[src/rtl/ff_bank.sv]
// ----------------------------------------------------------------------------
// ff_bank
// N independent single-bit storage channels, all clocked on the rising edge of
// clk. A runtime mode selects D, T, JK or SR behaviour for every channel. An SR
// channel with both S and R high does not change its state. Each such channel
// sets a sticky error flag, and every edge that has at least one of them adds
// one to a saturating counter.
//
// Ports:
//   clk      in   1      rising-edge clock
//   rst      in   1      asynchronous, active-high reset
//   en       in   1      update enable (0 = q/err/err_cnt hold, chg = 0)
//   mode     in   2      00 D, 01 T, 10 JK, 11 SR
//   a        in   N      D / T / J / S per channel
//   b        in   N      unused / unused / K / R per channel
//   clr_err  in   1      synchronous clear of err and err_cnt
//   q        out  N      registered state
//   qn       out  N      ~q
//   chg      out  N      one-cycle pulse: q[i] changed on the last edge
//   err      out  N      sticky per-channel illegal-SR flag
//   err_cnt  out  CNT_W  saturating count of edges with any illegal channel
// ----------------------------------------------------------------------------
module ff_bank #(
    parameter int              N         = 8,
    parameter int              CNT_W     = 8,
    parameter logic [N-1:0]    RESET_VAL = {N{1'b0}}
) (
    input  logic             clk,
    input  logic             rst,
    input  logic             en,
    input  logic [1:0]       mode,
    input  logic [N-1:0]     a,
    input  logic [N-1:0]     b,
    input  logic             clr_err,
    output logic [N-1:0]     q,
    output logic [N-1:0]     qn,
    output logic [N-1:0]     chg,
    output logic [N-1:0]     err,
    output logic [CNT_W-1:0] err_cnt
);

    localparam logic [1:0] MODE_D  = 2'b00;
    localparam logic [1:0] MODE_T  = 2'b01;
    localparam logic [1:0] MODE_JK = 2'b10;
    localparam logic [1:0] MODE_SR = 2'b11;

    localparam logic [CNT_W-1:0] CNT_MAX = {CNT_W{1'b1}};
    localparam logic [CNT_W-1:0] CNT_ONE = CNT_W'(1);

    logic [N-1:0] q_next;
    logic [N-1:0] illegal;
    logic         any_illegal;

    // Next state and illegal detection. When en is low, q_next equals q and no
    // channel is flagged. That one rule makes q, chg, err and err_cnt all
    // behave correctly without gating each register separately.
    always_comb begin
        q_next  = q;
        illegal = '0;
        if (en) begin
            for (int i = 0; i < N; i++) begin
                unique case (mode)
                    MODE_D:  q_next[i] = a[i];
                    MODE_T:  q_next[i] = q[i] ^ a[i];
                    MODE_JK: begin
                        unique case ({a[i], b[i]})
                            2'b00:   q_next[i] = q[i];
                            2'b10:   q_next[i] = 1'b1;
                            2'b01:   q_next[i] = 1'b0;
                            default: q_next[i] = ~q[i];
                        endcase
                    end
                    default: begin // MODE_SR
                        unique case ({a[i], b[i]})
                            2'b00:   q_next[i] = q[i];
                            2'b10:   q_next[i] = 1'b1;
                            2'b01:   q_next[i] = 1'b0;
                            default: begin
                                // S=R=1: q holds its value instead of going
                                // to X, and the channel is flagged.
                                q_next[i]  = q[i];
                                illegal[i] = 1'b1;
                            end
                        endcase
                    end
                endcase
            end
        end
    end

    assign any_illegal = |illegal;

    always_ff @(posedge clk or posedge rst) begin
        if (rst) begin
            q       <= RESET_VAL;
            chg     <= '0;
            err     <= '0;
            err_cnt <= '0;
        end else begin
            q   <= q_next;
            chg <= q_next ^ q;

            // If a clear and a new illegal event arrive on the same edge, the
            // new event wins. err then holds only this edge's illegal channels
            // and the count restarts at 1.
            if (clr_err) begin
                err     <= illegal;
                err_cnt <= any_illegal ? CNT_ONE : '0;
            end else begin
                err <= err | illegal;
                if (any_illegal && (err_cnt != CNT_MAX)) begin
                    err_cnt <= err_cnt + CNT_ONE;
                end
            end
        end
    end

    assign qn = ~q;

endmodule

[config.mk]
export PLATFORM = sky130hd
export DESIGN_NAME = ff_bank
export DESIGN_NICKNAME = d
export VERILOG_FILES = /design/src/rtl/ff_bank.sv
export SDC_FILE = /design/constraint.sdc
export NUM_CORES = 1
export LEC_CHECK = 0
export BUFFER_PORTS_ARGS = -buffer_cell sky130_fd_sc_hd__buf_2
export CELL_PAD_IN_SITES_DETAIL_PLACEMENT = 0
export CELL_PAD_IN_SITES_GLOBAL_PLACEMENT = 1
export CORE_MARGIN = 1.5
export CORE_UTILIZATION = 39
export DETAILED_ROUTE_END_ITERATION = 7
export PLACE_DENSITY_LB_ADDON = 0.1
export SLEW_MARGIN = 10
export SYNTH_ARGS = -nofsm -noshare
export SYNTH_HDL_FRONTEND = slang
export SYNTH_SLANG_ARGS = --single-unit
export TNS_END_PERCENT = 5
[constraint.sdc]
create_clock -name clk -period 2.4 [get_ports clk]
set_clock_uncertainty 0.1 [all_clocks]
set_input_delay 0.36 -clock clk [delete_from_list [all_inputs] [get_ports clk]]
set_output_delay 0.36 -clock clk [all_outputs]
set_load 0.005 [all_outputs]
==> flow_metrics.tcl <==
set metrics [dict create \
    outcome "finished, final reports clean" \
    gr-max-usage-layer "met2" \
    seqCellArea_sq_um 801 \
    synth.avg_cell_area_sq_um 9.11 \
    tns_ns 0 \
    overflow 0 \
    period_needed_ns 1.92 \
    met1_usage_pct 27.0 \
    rsz0062_at_grt "false" \
    layout_setup_ws_ns 0.476 \
    cts_max_level 2 \
    cp-end-kind "flip-flop" \
    cp.required_ns 2.47 \
    synth_edf_count 0 \
    die-area_sq_um 6140 \
    syn_area_sq_um 2210 \
    grt_pass1_vias 1865 \
    synthCells 243 \
    final_core_util_pct 48.9 \
    grt_antenna_before_repair 0 \
    placed_cells 370 \
    wl_per_cell_um 14.7 \
    core_sq_um 5510 \
    yosysWarnings 0 \
    worstReg2RegEnd "err_cnt[5]" \
    cts_tree "yes" \
    clk_latency_ns 0.28 \
    cts-buffers-inserted 5 \
    numPortBuffers 61 \
    final_max_slew_viol_count 0 \
    reg2reg_depth 5 \
    num_rows 27 \
    clkSinkCount 32 \
    ys_top_cells_by_count "dfrtp_1, a21oi_1, inv_1, nand2_1, ha_1" \
    drv_cap 0 \
    yosysMostFrequentCell "dfrtp_1" \
    ir_worst_vdd_mv 0.290 \
    placed_area_sq_um 2600 \
    cp.arrival_ns 1.99 \
    worst-setup-path-type "reg -> reg" \
    holdWs_ns 0.0607 \
    drive_gt1_share_pct 28.2 \
    r2r_setup_slack_ns 0.48 \
    synth_fp_nets 282 \
    rr_startpoint "err_cnt[1]" \
    setup_viol 0 \
    final_hold_viol_count 0 \
    wl_um 5550 \
    cp_max_fo 11 \
    synth_area_leader_cell "dfrtp_1" \
    fin_area_sq_um 2690 \
    post-place-ws_ns 0.223 \
    via_count 2006 \
    post-dp-hpwl_um 4010 \
    grtUsageTotal_pct 19.2 \
    critPathLaunch "err_cnt[1]" \
    synth.distinct_cells 51 \
    grt_use_met2_pct 29.5 \
    seq_area_frac_synth_pct 36.2 \
    vias_per_cell 5.32 \
    fill_cells 556 \
    synth-main-ff-cell "dfrtp_1" \
    die_h_um 78.4 \
    multi_input_area_sq_um 1250 \
    cts_setup_buffers 0 \
    final_cells 377 \
    cts_resized 0 \
    ys_ff_latch 32 \
    initial_core_util_pct 40.2 \
    ios 62 \
    worst_slew_pin_slew_ns 0.674 \
    drc_errors 0 \
    grt_pass1_wl_um 9190 \
    synthTopCellsByArea "dfrtp_1, ha_1, a21oi_1, inv_1, nand2_1" \
    power.total_mw 1.50 \
    fmax_ghz 0.520 \
    p_leak_nw 1.35 \
    p_per_area_nw_per_um2 558 \
    die_w_um 78.4 \
    grt_max_degree 33 \
    gr-usage-met3_pct 4.42 \
    critical_path.endpoint "err_cnt[5]" \
    clockBufferDepth 2 \
    period_share_pct 80.1 \
    worstSetupStartpointType "flip-flop" \
    async_flop_share_pct 100 \
    fin_nets 344 \
    antenna_cells 0 \
    clk_pin_slew_ns 0.07 \
    ant_nets 0 \
    hold_class "in -> async" \
    gp_congestion 0.783 \
    drt_iter0_drc 125 \
    cts_hold_buf 0 \
    cts-root-buf "clkbuf_8" \
    synth_top_area_share_pct 36.2 \
    firstDrtPassIters 5 \
    syn_to_final_growth_pct 21.6 \
    maxSlewHeadroom_pct 54.9 \
]
layout by cell type (no fill, tap or decap), types with 3 or more instances in the layout:
master | synthesis | final
clkbuf_8 | 0 | 7
a21oi_1 | 27 | 27
a211oi_1 | 3 | 3
nand2_1 | 18 | 18
o311a_1 | 4 | 4
ha_1 | 17 | 17
mux2i_1 | 5 | 5
a31oi_1 | 8 | 8
o41ai_1 | 3 | 3
nand3_1 | 4 | 4
dfrtp_1 | 32 | 32
a22o_1 | 7 | 7
o21a_1 | 4 | 4
maj3_1 | 3 | 3
buf_2 | 2 | 61
o21ai_0 | 6 | 6
or4_1 | 3 | 3
buf_4 | 2 | 7
nor2_1 | 12 | 12
nor2b_1 | 6 | 6
o2bb2ai_1 | 4 | 4
nand2b_1 | 4 | 4
xnor2_1 | 3 | 3
inv_1 | 25 | 25
routing by layer:
layer,wire length [um],vias to the layer above
met5,0,-
li1,-,1006
met3,313,7
met4,53,0
met2,2410,54
met1,2770,939
registers in the layout, summed over array words and instances (netlist names):
register,flops
chg,8
err,8
err_cnt,8
q,8
logic make-up after synthesis:
| family | count (synthesis) | share of synthesized area (%) |
|---|---|---|
| compound gates | 81 | 25.4 |
| simple gates | 59 | 14.5 |
| flops | 32 | 36.2 |
| xor+xnor | 3 | 1.19 |
| mux | 9 | 4.46 |
| fa+ha+maj | 20 | 11.0 |
| buf+inv | 39 | 7.40 |
layout make-up:
type                    instances  share of cell area (%)
well taps                      72                    3.35
multi-input cells             172                    46.4
clock buffers                   7                    3.58
inverters                      26                    3.62
repair buffers                 68                    13.3
flip-flops and latches         32                    29.7
how the worst min path moves through the flow:
| stage | startpoint | to | cells past startpoint |
|---|---|---|---|
| global placement | rst | chg[6] | 3 |
| global route | rst | chg[0] | 3 |
| finish | rst | q[6] | 3 |
| floorplan | rst | chg[0] | 1 |
| CTS | rst | q[6] | 3 |
| detailed placement | rst | chg[6] | 3 |
critical path, stage by stage (launching register included):
cell and delay (ns):
dfrtp_1 0.42, ha_1 0.22, nand3_1 0.08, nor2_1 0.53, nor4_1 0.13, mux2_1 0.33
report_power, final:
group | total, mW | switching [mW] | internal (mW)
sequential | 0.641 | 0.0494 | 0.591
clock | 0.451 | 0.195 | 0.255
combinational | 0.411 | 0.218 | 0.192
(Power assumes the default switching activity.)
